<file path="src/rtl/wb_arb_pkg.sv">
// Shared types and the arbitration helper for the Wishbone round-robin arbiter.
// rr_pick works on a fixed 8-bit request vector so one function serves every NUM_MASTERS.
package wb_arb_pkg;

  typedef enum logic {
    IDLE  = 1'b0,
    OWNED = 1'b1
  } arb_state_t;

  localparam int MAX_MASTERS = 8;
  localparam int MAX_IDX_W   = 3;

  // One-hot winner: first set bit of req searching last+1, last+2, ... modulo n.
  // Passing last = n-1 gives plain lowest-index-wins priority.
  function automatic logic [MAX_MASTERS-1:0] rr_pick(
    input logic [MAX_MASTERS-1:0] req,
    input int unsigned            last,
    input int unsigned            n
  );
    logic [MAX_MASTERS-1:0] gnt;
    int unsigned            idx;
    gnt = '0;
    for (int unsigned k = 1; k <= MAX_MASTERS; k++) begin
      idx = last + k;
      if (idx >= n) idx = idx - n;
      if (k <= n && gnt == '0 && req[idx[MAX_IDX_W-1:0]]) begin
        gnt[idx[MAX_IDX_W-1:0]] = 1'b1;
      end
    end
    return gnt;
  endfunction

endpackage

</file>
<file path="src/rtl/wb_arb_timeout.sv">
// Ack watchdog for the current owner's strobe: pulses o_timeout on the
// TIMEOUT_CYCLES-th consecutive un-acked strobe cycle, then starts over.
module wb_arb_timeout #(
  parameter int TIMEOUT_CYCLES = 1
) (
  input  logic clk,
  input  logic reset,
  input  logic i_active,
  input  logic i_ack,
  output logic o_timeout
);

  localparam logic [15:0] LIMIT = 16'(TIMEOUT_CYCLES - 1);

  logic [15:0] r_count;

  assign o_timeout = i_active & ~i_ack & (r_count == LIMIT);

  // NOTE: state registers use non-blocking assignments so every flop samples
  // the pre-edge values regardless of statement order.
  always_ff @(posedge clk or posedge reset) begin
    if (reset) begin
      r_count <= '0;
    end else if (!i_active || i_ack || o_timeout) begin
      r_count <= '0;
    end else begin
      r_count <= r_count + 16'd1;
    end
  end

endmodule

</file>
<file path="src/rtl/wb_rr_arbiter.sv">
// Wishbone classic N:1 arbiter with registered one-hot grant, bus locking
// for the owner's whole cyc tenure and an optional per-transfer ack timeout.
module wb_rr_arbiter
  import wb_arb_pkg::*;
#(
  parameter int NUM_MASTERS    = 2,
  parameter int ADDR_WIDTH     = 32,
  parameter int DATA_WIDTH     = 32,
  parameter int FIXED_PRIORITY = 0,
  parameter int TIMEOUT_CYCLES = 0
) (
  input  logic                                 clk,
  input  logic                                 reset,
  input  logic [NUM_MASTERS-1:0]               m_cyc_i,
  input  logic [NUM_MASTERS-1:0]               m_stb_i,
  input  logic [NUM_MASTERS-1:0]               m_we_i,
  input  logic [NUM_MASTERS*ADDR_WIDTH-1:0]    m_adr_i,
  input  logic [NUM_MASTERS*DATA_WIDTH-1:0]    m_dat_i,
  input  logic [NUM_MASTERS*DATA_WIDTH/8-1:0]  m_sel_i,
  output logic [NUM_MASTERS-1:0]               m_ack_o,
  output logic [NUM_MASTERS-1:0]               m_err_o,
  output logic [DATA_WIDTH-1:0]                m_dat_o,
  output logic                                 s_cyc_o,
  output logic                                 s_stb_o,
  output logic                                 s_we_o,
  output logic [ADDR_WIDTH-1:0]                s_adr_o,
  output logic [DATA_WIDTH-1:0]                s_dat_o,
  output logic [DATA_WIDTH/8-1:0]              s_sel_o,
  input  logic                                 s_ack_i,
  input  logic [DATA_WIDTH-1:0]                s_dat_i,
  output logic [NUM_MASTERS-1:0]               grant_o,
  output logic                                 busy_o
);

  localparam int IDX_W = (NUM_MASTERS > 1) ? $clog2(NUM_MASTERS) : 1;
  localparam int SEL_W = DATA_WIDTH / 8;
  localparam logic [IDX_W-1:0] LAST_RST = IDX_W'(NUM_MASTERS - 1);

  arb_state_t                r_state;
  arb_state_t                w_state_nxt;
  logic [NUM_MASTERS-1:0]    r_grant;
  logic [NUM_MASTERS-1:0]    w_grant_nxt;
  // Owner index while OWNED; remembers the most recent winner while IDLE.
  logic [IDX_W-1:0]          r_last;
  logic [IDX_W-1:0]          w_last_nxt;

  logic                      w_owned;
  logic                      w_own_cyc;
  logic                      w_own_stb;
  logic                      w_timeout;
  logic [MAX_MASTERS-1:0]    w_req_ext;
  logic [MAX_MASTERS-1:0]    w_pick_ext;
  logic [IDX_W-1:0]          w_pick_idx;
  int unsigned               w_search_from;

  assign w_owned   = (r_state == OWNED);
  assign w_own_cyc = w_owned & m_cyc_i[r_last];
  assign w_own_stb = w_own_cyc & m_stb_i[r_last];

  assign m_dat_o = s_dat_i;
  assign grant_o = r_grant;
  assign busy_o  = w_owned;

  always_ff @(posedge clk or posedge reset) begin
    if (reset) begin
      r_state <= IDLE;
      r_grant <= '0;
      r_last  <= LAST_RST;
    end else begin
      r_state <= w_state_nxt;
      r_grant <= w_grant_nxt;
      r_last  <= w_last_nxt;
    end
  end

  // NOTE: every variable driven here gets a default first, so no path
  // through the block leaves one unassigned and infers a latch.
  always_comb begin
    w_req_ext                  = '0;
    w_req_ext[NUM_MASTERS-1:0] = m_cyc_i;
    if (FIXED_PRIORITY != 0) w_search_from = NUM_MASTERS - 1;
    else                     w_search_from = 32'(r_last);
    w_pick_ext = rr_pick(w_req_ext, w_search_from, NUM_MASTERS);
    w_pick_idx = '0;
    for (int k = 0; k < MAX_MASTERS; k++) begin
      if (w_pick_ext[k]) w_pick_idx = IDX_W'(k);
    end
  end

  always_comb begin
    w_state_nxt = r_state;
    w_grant_nxt = r_grant;
    w_last_nxt  = r_last;
    s_cyc_o     = 1'b0;
    s_stb_o     = 1'b0;
    s_we_o      = 1'b0;
    s_adr_o     = '0;
    s_dat_o     = '0;
    s_sel_o     = '0;
    m_ack_o     = '0;
    m_err_o     = '0;

    case (r_state)
      IDLE: begin
        if (|m_cyc_i) begin
          w_state_nxt = OWNED;
          w_grant_nxt = w_pick_ext[NUM_MASTERS-1:0];
          w_last_nxt  = w_pick_idx;
        end
      end
      OWNED: begin
        // A timeout cycle withdraws the strobe so the slave sees the transfer end.
        s_cyc_o = w_own_cyc & ~w_timeout;
        s_stb_o = w_own_stb & ~w_timeout;
        s_we_o  = m_we_i[r_last];
        s_adr_o = m_adr_i[r_last*ADDR_WIDTH +: ADDR_WIDTH];
        s_dat_o = m_dat_i[r_last*DATA_WIDTH +: DATA_WIDTH];
        s_sel_o = m_sel_i[r_last*SEL_W +: SEL_W];
        m_ack_o = r_grant & {NUM_MASTERS{s_ack_i & m_stb_i[r_last]}};
        m_err_o = r_grant & {NUM_MASTERS{w_timeout}};
        if (!w_own_cyc) begin
          w_state_nxt = IDLE;
          w_grant_nxt = '0;
        end
      end
      default: begin
        w_state_nxt = IDLE;
        w_grant_nxt = '0;
      end
    endcase
  end

  generate
    if (TIMEOUT_CYCLES > 0) begin : g_timeout
      wb_arb_timeout #(
        .TIMEOUT_CYCLES(TIMEOUT_CYCLES)
      ) u_timeout (
        .clk       (clk),
        .reset     (reset),
        .i_active  (w_own_stb),
        .i_ack     (s_ack_i),
        .o_timeout (w_timeout)
      );
    end else begin : g_no_timeout
      assign w_timeout = 1'b0;
    end
  endgenerate

endmodule

</file>
<file path="config.mk">
export PLATFORM = sky130hd
export DESIGN_NAME = wb_rr_arbiter
export DESIGN_NICKNAME = d
export VERILOG_FILES = /design/src/rtl/wb_arb_pkg.sv /design/src/rtl/wb_arb_timeout.sv /design/src/rtl/wb_rr_arbiter.sv
export SDC_FILE = /design/constraint.sdc
export NUM_CORES = 1
export LEC_CHECK = 0
export ABC_AREA = 1
export CELL_PAD_IN_SITES_DETAIL_PLACEMENT = 1
export CELL_PAD_IN_SITES_GLOBAL_PLACEMENT = 2
export CORE_ASPECT_RATIO = 0.8
export CORE_UTILIZATION = 10
export CTS_CLUSTER_SIZE = 16
export DETAILED_ROUTE_END_ITERATION = 10
export PLACE_DENSITY_LB_ADDON = 0.1
export SYNTH_ARGS = -nofsm -noshare
export SYNTH_HDL_FRONTEND = slang
export SYNTH_SLANG_ARGS = --single-unit
</file>
<file path="constraint.sdc">
create_clock -name clk -period 1.6 [get_ports clk]
set_clock_uncertainty 0.15 [all_clocks]
set_input_delay 0.32 -clock clk [delete_from_list [all_inputs] [get_ports clk]]
set_output_delay 0.32 -clock clk [all_outputs]
set_load 0.005 [all_outputs]
</file>
# Yosys cells after proc, flatten, opt, wreduce, memory -nomap -nowiden
# Cells that the tools add are included.
# totals
regBits	4
input_bits	177
output_inout_bits	110
word_cells	70
# op_classes
add_sub_neg	4
order_cmp	7
n_eq_ne	2
shift	3
muxes	38
bitwise_logic	6
reduce_logical	7
# op_table
op	count
$shiftx 64x7->32	2
$mux 32	2
$mux 1	22
$mux 8	2
$logic_not 8->1	1
$lt 3x4->1 const B	2
$or 8x8->8	1
$shiftx 8x4->4	1
$bmux 1 s3	2
$demux 1 s3	2
$ge 3x1->1 const B	2
$mux 2	3
$mux 3	2
$mux 4	1
$ne 2x2->1 const B	2
$pmux 2 s2	1
$reduce_and 2->1	2
$add 1x2->3 const B	1
$and 1x1->1	3
$ge 3x2->1 const B	1
$logic_and 1x1->1	3
$sub 2x2->3 const B	1
$sub 3x2->3 const B	1
$add 1x1->2 const B	1
other kinds (6)	6

# Longest topological paths before layout
# logic_depth
word_depth	18
mapped_depth	6
depth_no_buf	5

# Least setup slack after synthesis
# No wires, ideal clock.
# synth_timing
path_kind	reg2out
start	register r_last
end	output s_dat_o[25]
arrival_ps	985
required_time_ps	1130
slack_ps	145
stages_incl_launch_ff	5
n_path_buf	2
path_cell_list	dfstp_2 buf_6 buf_4 o21ai_0 nor2_1
# synth_via
elab_chain_cells	2
# synth_rtl
element	line_no	rtl
start, declared	wb_rr_arbiter.sv:44	logic [IDX_W-1:0] r_last;
start signal, assigned	wb_rr_arbiter.sv:72	r_last <= w_last_nxt;
$shiftx 64x7->32	wb_rr_arbiter.sv:117	s_dat_o = m_dat_i[r_last*DATA_WIDTH +: DATA_WIDTH];
$mux 32	wb_rr_arbiter.sv:103	case (r_state)
end, declared	wb_rr_arbiter.sv:27	output logic [DATA_WIDTH-1:0] s_dat_o,
# Every way passes these cells.

# Worst setup path after layout
# layout_timing
start	register r_last
end	output s_adr_o[21]
# layout_via
elab_chain_cells	2
# layout_rtl
element	line_no	rtl
$shiftx 64x7->32	wb_rr_arbiter.sv:116	s_adr_o = m_adr_i[r_last*ADDR_WIDTH +: ADDR_WIDTH];
$mux 32	wb_rr_arbiter.sv:103	
end, declared	wb_rr_arbiter.sv:26	output logic [ADDR_WIDTH-1:0] s_adr_o,
# Every way passes these cells.

==> flow_metrics.env <==
export IMPL_status="finished with violations"
export IMPL_violations="setup timing"
export IMPL_cts_hold_fix_buffers=0
export IMPL_drc_errors=0
export IMPL_die_w_um=139
export IMPL_wl_per_cell_um=15.0
export IMPL_core_area_um2=14500
export IMPL_grt_overflow_total=0
export IMPL_rsz0062_at_grt="true"
export IMPL_setup_viol=74
export IMPL_finalNetCount=720
export IMPL_synth_edf_count=0
export IMPL_finalCritPeriodShare_pct=128
export IMPL_synth_most_common_cell="nor2_1"
export IMPL_finalPower_uw=7640
export IMPL_crit_path_end_kind="primary output"
export IMPL_critPathKind="flip-flop to primary output"
export IMPL_setup_tns_final_ps=-26070
export IMPL_crit_path_max_fanout=5
export IMPL_critPathArrivalTime_ps=1570
export IMPL_die_area_um2=15600
export IMPL_track_usage_pct=12.9
export IMPL_setup_ws_ps=-445
export IMPL_antenna_found_initial=0
export IMPL_clk_pin_slew_ps=30
export IMPL_cts_buffer_depth=2
export IMPL_ys_seq_area_share_pct=6.71
export IMPL_yosysUniqueCellTypes=16
export IMPL_fillers=1737
export IMPL_syn_inst=299
export IMPL_leakage_uw=0.00207
export IMPL_syn_to_final_growth_pct=214
export IMPL_cts_sinks=4
export IMPL_synth_area_um2=1510
export IMPL_yosysTopAreaCellShare_pct=34.8
export IMPL_hold_violations=0
export IMPL_vias=2835
export IMPL_ios=287
export IMPL_drtPass1Iterations=4
export IMPL_rows=39
export IMPL_start_kind="flip-flop"
export IMPL_synthFlopType="dfrtp_1"
export IMPL_period_needed_ps=2040
export IMPL_grt_max_degree=23
export IMPL_port_buffers=220
export IMPL_maxSlewViolCount=0
export IMPL_cts_tree="yes"
export IMPL_initial_utilization_pct=10.4
export IMPL_hold_path_class="primary input to async pin"
export IMPL_grt_pass1_vias=2940
export IMPL_numCtsBuffers=3
export IMPL_synth_seq_cells=4
export IMPL_root_buffer="clkbuf_16"
export IMPL_yosysWarnings=0
export IMPL_die_h_um=112
export IMPL_antenna_left=0
export IMPL_fmax_mhz=489
export IMPL_drv_cap=0
export IMPL_powerDensity_nw_per_um2=1610
export IMPL_cts_max_level=1
export IMPL_post_drt_via_cell_ratio=3.90
export IMPL_hpwlAfterDp_um=7340
export IMPL_async_flop_share_pct=100
export IMPL_final_layout_size_suffix_gt1_share_pct=47.6
export IMPL_drtIter0Drc=43
export IMPL_synth_top_area_cell="nor2_1"
export IMPL_totalWireLength_um=10900
export IMPL_synthTopCellsByArea="nor2_1 35%, buf_4 23%, o21ai_0 22%"
export IMPL_clk_latency_ps=220
export IMPL_gp_congestion=0.720
export IMPL_grt_pass1_wl_um=15900
export IMPL_cp_required_ps=1130
export IMPL_syn_avg_cell_area_um2=5.06
export IMPL_n_antenna_cell=0
export IMPL_vdd_ir_drop_max_uv=435
export IMPL_netlist_top_cells_count="140 x nor2_1, 67 x o21ai_0, 47 x buf_4"
## cell families (layout without fill, tap and decap cells)
| kind of cell | after synthesis | after routing | synth area share, % |
|---|---|---|---|
| simple gates | 162 | 162 | 40.6 |
| flops | 4 | 4 | 6.71 |
| buf+inv | 61 | 303 | 28.9 |
| compound gates | 71 | 71 | 23.5 |
| other cells | 1 | 2 | 0.248 |
## worst max-delay path: stages (launching register included)
cell and delay (ps):
dfstp_2 580, buf_12 170, buf_12 120, buf_8 110, buf_6 90, o21ai_2 50
nor2_1 100, buf_2 120
## final timing paths
kind,startpoint,to,slack [ps],depth (start not counted)
max,r_last,s_adr_o[21],-440,7
min reg2reg,grant_o[1],grant_o[1],450,3
max in group asynchronous,reset,r_last,930,2
min in group clk,grant_o[1],grant_o[1],450,3
min,reset,grant_o[1],130,2
max reg2reg,r_last,busy_o,-20,9
## registers in the layout (all words and copies together), names as in the netlist
signal	flops
grant_o	2
busy_o	1
r_last	1
## final cells by class
| class | instances | area, um^2 | area share (%) |
|---|---|---|---|
| timing repair buffer | 294 | 2830 | 59.7 |
| tap | 184 | 230 | 4.85 |
| sequential | 4 | 103 | 2.16 |
| timing repair inverter | 1 | 16.3 | 0.343 |
| multi-input combinational | 235 | 1440 | 30.4 |
| inverter | 4 | 41.3 | 0.871 |
| clock buffer | 4 | 78.8 | 1.66 |
## placed cells by master, fill, tap and decap left out, drive strengths merged
cell type / instances
buf: 136
nand2: 17
nand3: 5
nor2: 140
dlygate4sd2: 3
o21ai: 70
clkinv: 1
a21oi: 1
bufbuf: 1
clkdlybuf4s50: 144
dfstp: 1
inv: 4
clkbuf: 14
dfrtp: 3
conb: 2
## repair_timing
| item | 4_1_cts | 5_1_grt |
|---|---|---|
| pin swaps | 22 | 34 |
| endpoints found under the setup margin | 76 | 75 |
| endpoints found under the hold margin | 0 | 0 |
| gates resized for setup | 405 | 98 |
| setup buffers | 29 | 18 |
| gates cloned | 7 | 3 |
## stage by stage
stage | instances | area (um^2) | utilization (%) | hold WS [ps] | worst slack [ps]
floorplan | 300 | 1520 | - | -64.6 | 145
global placement | 670 | 3830 | 26.4 | 374 | -611
detailed placement | 670 | 3830 | 26.4 | 377 | -603
CTS | 710 | 4390 | 30.3 | 137 | -465
global route | 726 | 4740 | 32.7 | 160 | -506
finish | 726 | 4740 | 32.7 | 133 | -445
## report_power, final
group	internal (uW)	total [uW]	leakage (uW)	switching, uW
registers	163	230	0.0000465	67.2
logic	3810	7010	0.00199	3200
clock network	329	403	0.0000382	73.5
## metal layers
layer / part of all wire, % / vias to the layer above / GRT usage, %
met5: 0 / - / 0
met4: 0.10 / 0 / 1.11
met3: 9.9 / 4 / 4.99
met2: 49 / 131 / 22.8
met1: 41 / 1295 / 15.2
li1: - / 1405 / -
No activity file was read; power rests on OpenSTA's default activity.
